--- config.mk ---
export PLATFORM = sky130hd
export DESIGN_NAME = decode_split_stage
export DESIGN_NICKNAME = d
export VERILOG_FILES = /design/src/rtl/decode_split_stage.sv
export SDC_FILE = /design/constraint.sdc
export NUM_CORES = 1
export LEC_CHECK = 0
export BUFFER_PORTS_ARGS = -buffer_cell sky130_fd_sc_hd__buf_2
export CAP_MARGIN = 20
export CORE_AREA = 2 2 138 140
export DETAILED_ROUTE_END_ITERATION = 10
export DIE_AREA = 0 0 140 142
export GPL_TIMING_DRIVEN = 0
export PLACE_DENSITY = 0.74
export SLEW_MARGIN = 20
export SYNTH_ARGS = -nofsm -noshare
export SYNTH_HDL_FRONTEND = slang
export SYNTH_SLANG_ARGS = --single-unit
--- constraint.sdc ---
create_clock -name clk -period 6.6 [get_ports clk]
set_input_delay 0.99 -clock clk [delete_from_list [all_inputs] [get_ports clk]]
set_output_delay 0.99 -clock clk [all_outputs]
set_load 0.005 [all_outputs]
--- src/rtl/decode_split_stage.sv ---
`default_nettype none
// ============================================================================
// Module   : decode_split_stage
// Purpose  : Registered decode stage between fetch and register read. Accepts
//            instructions over a valid/ready handshake and splits each one
//            into its RISC-V fields, a sign-extended immediate and a format
//            code. Decoded results are buffered in a DEPTH-entry FIFO.
// Ports    : clk          - clock, rising edge
//            reset        - asynchronous active-high reset
//            flush        - synchronous discard of all buffered entries
//            in_valid/in_ready/in_instr/in_pc   - fetch side handshake
//            out_valid/out_ready                - consumer side handshake
//            out_pc/opcode/rd/funct3/rs1/rs2/funct7_5/imm/fmt/illegal
//                         - decoded fields of the head entry
//            out_count    - number of entries held
// Revision : 1.0 - initial release
// ============================================================================
module decode_split_stage #(
    parameter int XLEN  = 32,
    parameter int DEPTH = 2
) (
    input  logic                    clk,
    input  logic                    reset,
    input  logic                    flush,
    input  logic                    in_valid,
    output logic                    in_ready,
    input  logic [31:0]             in_instr,
    input  logic [XLEN-1:0]         in_pc,
    output logic                    out_valid,
    input  logic                    out_ready,
    output logic [XLEN-1:0]         out_pc,
    output logic [6:0]              out_opcode,
    output logic [4:0]              out_rd,
    output logic [2:0]              out_funct3,
    output logic [4:0]              out_rs1,
    output logic [4:0]              out_rs2,
    output logic                    out_funct7_5,
    output logic [XLEN-1:0]         out_imm,
    output logic [2:0]              out_fmt,
    output logic                    out_illegal,
    output logic [$clog2(DEPTH):0]  out_count
);

    localparam int PW = $clog2(DEPTH);
    localparam int CW = PW + 1;
    localparam logic [CW-1:0] C_DEPTH = CW'(DEPTH);

    typedef enum logic [2:0] {
        FMT_R = 3'd0,
        FMT_I = 3'd1,
        FMT_S = 3'd2,
        FMT_B = 3'd3,
        FMT_U = 3'd4,
        FMT_J = 3'd5
    } fmt_e;

    typedef struct packed {
        logic [XLEN-1:0] pc;
        logic [6:0]      opcode;
        logic [4:0]      rd;
        logic [2:0]      funct3;
        logic [4:0]      rs1;
        logic [4:0]      rs2;
        logic            funct7_5;
        logic [XLEN-1:0] imm;
        logic [2:0]      fmt;
        logic            illegal;
    } entry_t;

    entry_t          mem_q [DEPTH];
    logic [CW-1:0]   count_q, count_d;
    logic [PW-1:0]   wr_ptr_q, wr_ptr_d;
    logic [PW-1:0]   rd_ptr_q, rd_ptr_d;
    // Index of the most recent head, so outputs hold steady while empty.
    logic [PW-1:0]   last_q;
    logic [PW-1:0]   head_idx;

    entry_t          dec;
    fmt_e            fmt;
    logic            known;
    logic [31:0]     imm32;
    logic            push;
    logic            pop;

    // ------------------------------------------------------------------
    // Decode of the offered instruction (written into the FIFO on push)
    // ------------------------------------------------------------------
    always_comb begin
        fmt   = FMT_R;
        known = 1'b1;
        imm32 = 32'd0;
        dec   = '0;

        case (in_instr[6:2])
            5'b00000, 5'b00011, 5'b00100,
            5'b11001, 5'b11100:           fmt = FMT_I;
            5'b01000:                     fmt = FMT_S;
            5'b11000:                     fmt = FMT_B;
            5'b01101, 5'b00101:           fmt = FMT_U;
            5'b11011:                     fmt = FMT_J;
            5'b01100:                     fmt = FMT_R;
            default: begin
                fmt   = FMT_R;
                known = 1'b0;
            end
        endcase

        // All formats place the sign bit at instr[31]; build a 32-bit value
        // and sign-extend it to XLEN afterwards.
        case (fmt)
            FMT_I:   imm32 = {{20{in_instr[31]}}, in_instr[31:20]};
            FMT_S:   imm32 = {{20{in_instr[31]}}, in_instr[31:25], in_instr[11:7]};
            FMT_B:   imm32 = {{20{in_instr[31]}}, in_instr[7], in_instr[30:25],
                              in_instr[11:8], 1'b0};
            FMT_U:   imm32 = {in_instr[31:12], 12'd0};
            FMT_J:   imm32 = {{12{in_instr[31]}}, in_instr[19:12], in_instr[20],
                              in_instr[30:21], 1'b0};
            default: imm32 = 32'd0;
        endcase

        dec.pc       = in_pc;
        dec.opcode   = in_instr[6:0];
        dec.rd       = in_instr[11:7];
        dec.funct3   = in_instr[14:12];
        dec.rs1      = in_instr[19:15];
        dec.rs2      = in_instr[24:20];
        dec.funct7_5 = in_instr[30];
        dec.imm      = XLEN'($signed(imm32));
        dec.fmt      = fmt;
        dec.illegal  = ~known | (in_instr[1:0] != 2'b11);
    end

    // ------------------------------------------------------------------
    // FIFO control
    // ------------------------------------------------------------------
    assign in_ready  = (count_q < C_DEPTH);
    assign out_valid = (count_q != '0);
    assign push      = in_valid & in_ready;
    assign pop       = out_valid & out_ready;

    always_comb begin
        count_d  = count_q;
        wr_ptr_d = wr_ptr_q;
        rd_ptr_d = rd_ptr_q;
        if (flush) begin
            count_d  = '0;
            wr_ptr_d = '0;
            rd_ptr_d = '0;
        end else begin
            // DEPTH is a power of two, so pointer overflow wraps naturally.
            if (push) begin
                wr_ptr_d = wr_ptr_q + PW'(1);
            end
            if (pop) begin
                rd_ptr_d = rd_ptr_q + PW'(1);
            end
            if (push && !pop) begin
                count_d = count_q + CW'(1);
            end else if (pop && !push) begin
                count_d = count_q - CW'(1);
            end
        end
    end

    always_ff @(posedge clk or posedge reset) begin
        if (reset) begin
            count_q  <= '0;
            wr_ptr_q <= '0;
            rd_ptr_q <= '0;
            last_q   <= '0;
            for (int i = 0; i < DEPTH; i++) begin
                mem_q[i] <= '0;
            end
        end else begin
            count_q  <= count_d;
            wr_ptr_q <= wr_ptr_d;
            rd_ptr_q <= rd_ptr_d;
            if (count_q != '0) begin
                last_q <= rd_ptr_q;
            end
            // Storage is left untouched by flush; only the pointers move.
            if (push && !flush) begin
                mem_q[wr_ptr_q] <= dec;
            end
        end
    end

    // ------------------------------------------------------------------
    // Head entry drives the outputs directly from storage
    // ------------------------------------------------------------------
    assign head_idx     = out_valid ? rd_ptr_q : last_q;
    assign out_pc       = mem_q[head_idx].pc;
    assign out_opcode   = mem_q[head_idx].opcode;
    assign out_rd       = mem_q[head_idx].rd;
    assign out_funct3   = mem_q[head_idx].funct3;
    assign out_rs1      = mem_q[head_idx].rs1;
    assign out_rs2      = mem_q[head_idx].rs2;
    assign out_funct7_5 = mem_q[head_idx].funct7_5;
    assign out_imm      = mem_q[head_idx].imm;
    assign out_fmt      = mem_q[head_idx].fmt;
    assign out_illegal  = mem_q[head_idx].illegal;
    assign out_count    = count_q;

endmodule
`default_nettype wire

Word-level counts from Yosys, hierarchy flattened
Cells that the tools add are included.
- register bits: 193
- output and inout port bits: 98
- multiplexer cells: 17
- reductions and logical operators: 15
- add/sub/neg operators: 4
- equality and inequality tests: 16
- $lt $le $gt $ge: 4
- bitwise operators: 6
- operator list (kind ; count):
    2-to-1 mux 94 bit ; 4
    bitwise mux 188 bit ; 1
    case mux 32 bit (5 select lines) ; 1
    demux 94 bit (select 1 bit) ; 1
    == test 5 bit (second input constant) ; 4
    == test 5 x 4 -> 1 bit (second input constant) ; 3
    case mux 3 bit (5 select lines) ; 1
    OR reduction 11 bit ; 1
    == test 5 x 3 -> 1 bit (second input constant) ; 2
    == test 3 x 2 -> 1 bit (second input constant) ; 2
    == test 3 bit (second input constant) ; 2
    2-to-1 mux 1 bit ; 6
    2-to-1 mux 2 bit ; 3
    nonzero test 2 bit ; 3
    == test 5 x 2 -> 1 bit (second input constant) ; 1
    zero test 5 bit ; 1
    OR reduction 5 bit ; 1
    >= comparator 2 bit (second input constant) ; 2
    logical AND 1 bit ; 4
    NOT 1 -> 2 bit ; 2
    == test 3 x 1 -> 1 bit (second input constant) ; 1
    zero test 1 bit ; 3
    nonzero test 3 bit ; 1
    adder 1 bit (second input constant) ; 2
    9 further kinds ; 10

Logic depth before layout (Yosys ltp)
Gate-level depths: netlist (run 1).
- word-level depth: 7
- gate-level depth with buffers: 12

Worst setup path before layout (run 1)
No wires, ideal clock.
- path type: in2reg
- from: in in_instr[4]
- to: reg mem_q[119] in the netlist's numbering
- required time: 6.476 ns
- cell stages on the path: 11
- data arrival time: 3.330 ns
- path slack: 3.146 ns
- path through: buf_2 -> or3b_1 -> a21boi_2 -> buf_2 -> inv_1 -> ha_1 -> or3b_4 -> buf_6 -> o2111a_1 -> buf_6 -> a211o_1
- longest elaborated chain between the ends: 6
- elaborated cells between the ends (all ways): 20
- classes of those cells: eq/ne (14); mux (3); reduce/logical (3)
- RTL lines (element ; line ; RTL):
    start, declared ; 27 ; input logic [31:0] in_instr,
    == test 5 x 2 -> 1 bit (tied with other cells) ; 94 ; case (in_instr[6:2])
    OR reduction 5 bit or OR reduction 2 bit (tied branches) ; 94 ;
    case mux 3 bit (5 select lines) (*) ; 94 ;
    == test 3 bit (tied with other cells) ; 110 ; case (fmt)
    case mux 32 bit (5 select lines) (*) ; 110 ;
    bitwise mux 188 bit (*) ; 183 ; mem_q[wr_ptr_q] <= dec;
    end signal, assigned by index ; 172 ; mem_q[i] <= '0;
    end signal, assigned by index ; 183 ;
    end, declared ; 70 ; entry_t mem_q [DEPTH];
Every way passes the cells marked *; elsewhere a longest branch is shown, timed or not.
A chain may end at the register's enable or synchronous reset.

Worst setup path after layout (run 1)
- from: in in_instr[4]
- to: reg mem_q[17] in the netlist's numbering
The elaborated chain is that of the path after synthesis.

==> results.md, run 1 <==
* Outcome: finished with violations
* Failing checks: DRC
* HP Start: mem_q[65]$_DFFE_PP0P_
* Netlist cell types at 50
* Routability cong. at 0.856
* Grt peak-use layer: met2
* Slew Viols, Final at 0
* First-pass GRT wire length at 38200 um
* Non-Filler Instances at 1382
* Crit path top cell by count: buf_2
* Adder-Cell Fraction of Synth Area at 0.00139
* Grt met3 use at 0.0589
* Clock tree sinks at 193
* Worst-path maximum fanout at 10
* Seq/Total Area, Yosys at 0.538
* Cells after Synth at 950
* Crit path DAT at 4.16 ns
* Clock Path Buffers at 2
* Post-DP HPWL at 16800 um
* Post-CTS Resized at 0
* Cells on Worst Hold Path at 2
* Nets@finish at 1205
* Via count of the first global-routing pass at 7206
* DIE AREA at 19900 sq um
* # IOs at 167
* PnR worst setup slack at 2.78 ns
* TritonCTS clock tree: done
* Pwr dens at 309 nW/um^2
* Met2 Use GR at 0.374
* Hold endpoint: mem_q[65]$_DFFE_PP0P_
* WP data required at 6.93 ns
* CP Class: primary input to register
* Clock-pin slew on the worst setup and hold paths at 0.08 ns
* CP Launch Type: primary input
* Final hold violations at 0
* Crit path max-delay family: buffers and inverters
* Max incr delay on CP at 0.42 ns
* Largest net degree at the start of global routing at 82
* Max_slew headroom at 0.451
* Max_cap viols at 0
* RSZ-0062 raised after global routing: no
* Largest family of logic cells by synthesized area: simple AND/OR/NAND/NOR gates
* Hold crit path type: register to register
* CTS Buf Count at 17
* Syn_nets at 1020
* Clock latency at the later pin of the worst-skew pair at 0.45 ns
* Final core utilization at 0.582
* Critical Path End Type: register
* Number of enable-type register cells in the synthesized netlist at 0
* Initial DRC Count at 564
* Worst R2R Path Depth at 6
* Die Wd at 140 um
* GRT Total Usage at 0.247
* Post-Synth XOR/XNOR Area at 0.00195
* Syn_area_per_cell at 9.46 sq um
* Overflow after GRT at 0
* Via density at 5.40
* Share of flip-flops with an asynchronous set or reset at 1.00
* Antenna viol nets, final at 0
* Row count at 50
* Die Span Y at 142 um
* Worst Tran Pin Value at 0.823 ns
* M1 GR Usage at 0.349
* Final routed DRC violation total at 11
* Synthesized area at 8980 sq um
* # setup viols final at 0
* Post-route cell area at 10700 sq um
* Most common cell after layout, fill and taps aside: nand2_1
* Primary FF master, synth: dfrtp_1
* Final WL at 24000 um
* CP max-delay cell: or3b_1
* Fraction of layout cells with a size suffix above 1 at 0.288
* Leak at 0.00571 uW
* R2R setup slack at 4.03 ns
* Clk root buf: clkbuf_16
* Tmin final at 3.82 ns
* CP startpoint: in_instr[4]
* DRT Pass-1 Iters at 9
* Area after DPL at 10200 sq um
* Yosys reg bits at 193
* Via count at 7461
* Synth warn at 0
* DR WL/cell at 17.4 um
* IO Port Bufs at 164
* # placed instances at 1350
* H-tree Lvls at 4
* Compound-Gate Fraction of Synth Area at 0.0854
* FF-to-FF Start: out_count[1]$_DFFE_PP0P_
* Crit Reg-Reg Endpoint: mem_q[105]$_DFFE_PP0P_
* Initial Util at 0.487
* Pre-CTS WS at 2.45 ns
* P&R area growth vs syn at 19.6%
* Most frequent cells in the layout: nand2_1 (405), dfrtp_1 (193), buf_2 (189)
* CP Buf/Inv Count at 5
* Post-Synth Simple-Gate Area at 0.220
* Mux cell area share after synthesis at 0.119
* Worst-path cell chain: buf_2 -> buf_2 -> or3b_1 -> a21boi_2 -> buf_2 -> inv_1 -> ha_1 -> nor3_2 -> nand2_1 -> a21oi_1 -> o21ai_1 -> clkbuf_1 -> a311oi_1
* # diodes at 0
* # hold bufs at CTS at 0
* Core Footprint at 18500 sq um
* Fmax achieved at 261 MHz
* VDD IR max at 0.210 mV
* Clock Skews at 0.00684 ns
* Post-CTS setup buffers at 0
* Worst hold slack at 0.472 ns
* Initial antenna violation count at 0
* Period utilisation layout at 0.579
state kept, by name (all words and copies together), names as in the netlist:
signal and flops:
last_q 1, mem_q 188, wr_ptr_q 1, out_count 2, rd_ptr_q 1
routing by layer:
metal	vias to the layer above	wire, um
li1	3537	-
met1	3634	10800
met2	251	11100
met3	39	1520
met4	0	557
met5	-	0
worst reg2reg max path: cells and delay by family, from the launching register on:
kind / cells / cell delay (ns)
compound gates: 1 / 0.19
buf+inv: 2 / 1.06
flops: 1 / 0.44
simple gates: 3 / 0.80
worst max path at each step:
stage / endpoint / cells past startpoint
after CTS: out_rd[0] / 6
after global routing: mem_q[22]$_DFFE_PP0P_ / 13
after detailed placement: mem_q[17]$_DFFE_PP0P_ / 13
after floorplan: last_q$_DFF_PP0_ / 1
after global placement: mem_q[66]$_DFFE_PP0P_ / 2
final: mem_q[17]$_DFFE_PP0P_ / 13
layout make-up:
type                            instances  area, sq um
Clock inverter                         14          146
Fill cell                            1630         7710
Buffer                                 62          287
Multi-Input combinational cell        688         3840
Tap cell                              234          293
Timing Repair Buffer                  166          876
Sequential cell                       193         4830
Clock buffer                           18          439
Inverter                                7         33.8
synth_stat cells, types with 2 or more instances:
cell type,number,area (sq um)
nand2_1,405,1520
dfrtp_1,193,4830
mux2_2,94,1060
clkbuf_1,34,128
o21ai_0,31,155
nor2_1,28,105
buf_2,25,125
a311oi_1,17,149
and2_1,11,68.8
a211o_1,10,87.6
a221o_1,10,100
a21oi_1,8,40.0
o31ai_1,8,60.1
a31oi_1,7,43.8
inv_1,7,26.3
and3_1,6,37.5
nand3_1,6,30.0
nand2b_1,4,25.0
nor2b_1,4,25.0
buf_6,3,33.8
o211ai_1,3,22.5
a21boi_2,2,22.5
and3b_1,2,17.5
nor3_1,2,10.0
o2111a_1,2,22.5
o2111ai_1,2,17.5
or2_2,2,12.5
xor2_1,2,17.5
logic make-up (layout without fill, tap and decap cells):
group	count (synthesis)	count (layout)
fa+ha+maj	1	1
mux	95	95
compound gates	106	106
simple gates	484	484
buf+inv	69	267
flops	193	193
xor+xnor	2	2
per-stage QoR:
stage	power [uW]	setup TNS [ns]
final	3320	0
after global routing	3500	0
after CTS	3340	0
after detailed placement	2310	0
after global placement	2280	-356.31
after floorplan	2000	0
power breakdown:
part | switching (uW) | total (uW) | internal (uW) | leakage, uW
sequential | 119 | 1540 | 1420 | 0.00248
clock | 493 | 1040 | 544 | 0.000276
combinational | 396 | 749 | 353 | 0.00295
total | 1010 | 3320 | 2310 | 0.00571
No activity file was read; power rests on OpenSTA's default activity.
==> run 2: changes to the inputs <==
clock period = 3.35 ns   (was 6.6 ns; I/O delays follow)
==> results.md, run 2 (synthesized netlist as in run 1, its figures left out) <==
* Outcome: finished with violations
* Failing checks: DRC
* Final hold violations at 0 (unchanged)
* Most frequent cells in the layout: nand2_1 (405), dfrtp_1 (193), buf_2 (190)
* Die Wd at 140 um (unchanged)
* DR WL/cell at 17.8 um (+2.5%)
* Via count of the first global-routing pass at 7509 (+4.2%)
* Tmin final at 3.26 ns
* IO Port Bufs at 164 (unchanged)
* Clock-pin slew on the worst setup and hold paths at 0.07 ns (about the same)
* Clock tree sinks at 193 (unchanged)
* Initial DRC Count at 523 (-7.3%)
* Slew Viols, Final at 0 (unchanged)
* FF-to-FF Start: out_count[1]$_DFFE_PP0P_
* Post-DP HPWL at 17400 um (+3.8%)
* Worst Tran Pin Value at 0.809 ns (-0.0144 ns)
* WP data required at 2.85 ns (-4.08 ns)
* Initial Util at 0.487 (unchanged)
* Via density at 5.38 (-0.29%)
* Final WL at 24700 um (+3.1%)
* Largest net degree at the start of global routing at 33 (-60%)
* Clock Skews at 0.00693 ns (+0.0000924 ns)
* DRT Pass-1 Iters at 9 (unchanged)
* Max_cap viols at 0 (unchanged)
* Nets@finish at 1212 (+0.58%)
* Crit Reg-Reg Endpoint: mem_q[99]$_DFFE_PP0P_
* Most common cell after layout, fill and taps aside: nand2_1
* Fmax achieved at 307 MHz
* Worst R2R Path Depth at 7 (+1)
* Max_slew headroom at 0.461 (+0.00957)
* CP Launch Type: register
* R2R setup slack at 0.76 ns (-3.27 ns)
* Initial antenna violation count at 0 (unchanged)
* Pwr dens at 615 nW/um^2 (+99%)
* GRT Total Usage at 0.255 (+0.00886)
* Final routed DRC violation total at 10 (-1)
* DIE AREA at 19900 sq um (unchanged)
* # IOs at 167 (unchanged)
* CP Class: register to primary output
* VDD IR max at 0.403 mV (+92%)
* Worst hold slack at 0.165 ns (-0.307 ns)
* First-pass GRT wire length at 39900 um (+4.3%)
* Non-Filler Instances at 1389 (+0.51%)
* Clock latency at the later pin of the worst-skew pair at 0.45 ns (about the same)
* Antenna viol nets, final at 0 (unchanged)
* TritonCTS clock tree: done
* Crit path DAT at 2.75 ns (-1.41 ns)
* Fraction of layout cells with a size suffix above 1 at 0.296 (+0.00778)
* # hold bufs at CTS at 0 (unchanged)
* Clock Path Buffers at 2 (unchanged)
* Max FFs per register at 188 (unchanged)
* # setup viols final at 0 (unchanged)
* Leak at 0.00579 uW (+1.5%)
* P&R area growth vs syn at 21.4%
* Row count at 50 (unchanged)
* Die Span Y at 142 um (unchanged)
* Overflow after GRT at 0 (unchanged)
* Hold crit path type: primary input to asynchronous set/reset pin
* H-tree Lvls at 4 (unchanged)
* # diodes at 0 (unchanged)
* RSZ-0062 raised after global routing: no
* Critical Path End Type: primary output
* Worst-path maximum fanout at 10 (unchanged)
* Clk root buf: clkbuf_16
* # placed instances at 1354 (+0.30%)
* CTS Buf Count at 17 (unchanged)
* Biggest register: mem_q
* Period utilisation layout at 0.972
* Via count at 7477 (+0.21%)
* Core Footprint at 18500 sq um (unchanged)
* Routability cong. at 0.843 (-1.5%)
==> run 2: final cells by class <==
class	instances	area, sq um
Fill cell	1593	7550
Sequential cell	193	4830
Multi-Input combinational cell	688	3870
Timing Repair Buffer	173	971
Clock buffer	18	439
Tap cell	234	293
Buffer	62	288
Clock inverter	14	193
Inverter	7	30.0
==> run 2: critical path, stage by stage, from the launching register on <==
cell,delay [ns]
dfrtp_1,0.43
nor2_1,0.21
mux2i_2,0.39
buf_2,0.40
buf_2,0.35
mux2_2,0.39
buf_2,0.13
==> run 2: worst max-delay path by stage <==
stage / start / endpoint / cells after the start
2_1_floorplan: reset / last_q$_DFF_PP0_ / 1
3_3_place_gp: reset / mem_q[165]$_DFFE_PP0P_ / 2
3_5_place_dp: in_instr[4] / mem_q[18]$_DFFE_PP0P_ / 13
4_1_cts: out_count[1]$_DFFE_PP0P_ / out_funct3[2] / 6
5_1_grt: out_count[1]$_DFFE_PP0P_ / out_pc[18] / 6
6_report: out_count[1]$_DFFE_PP0P_ / out_opcode[6] / 6
==> run 2: layer usage <==
layer  global-route usage  up-vias  routed length (um)
met5                    0        -                   0
met4               0.0909        0                 606
met3               0.0565       40                1700
met2                0.407      277               11600
met1                0.348     3613               10800
li1                     -     3547                   -
==> run 2: per-stage QoR <==
stage          cell area [sq um]  utilization  setup slack, ns  setup TNS, ns  total power, uW
2_1_floorplan               8990            -            0.357              0             3940
3_3_place_gp               10100        0.547           -0.854        -169.70             4490
3_5_place_dp               10200        0.554           -0.364          -9.84             4560
4_1_cts                    10900        0.589           0.0713              0             6740
5_1_grt                    10900        0.591          0.00849              0             7070
6_report                   10900        0.591           0.0944              0             6710
==> run 2: power breakdown <==
| part | internal [uW] | leakage, uW | switching [uW] |
|---|---|---|---|
| Sequential | 2790 | 0.00248 | 240 |
| Clock | 1220 | 0.000311 | 962 |
| Combinational | 708 | 0.00300 | 785 |
==> run 2: timing repair <==
action                     CTS  global route
gates resized for setup      0             8
buffers inserted             0             3
setup endpoints to repair    0            73
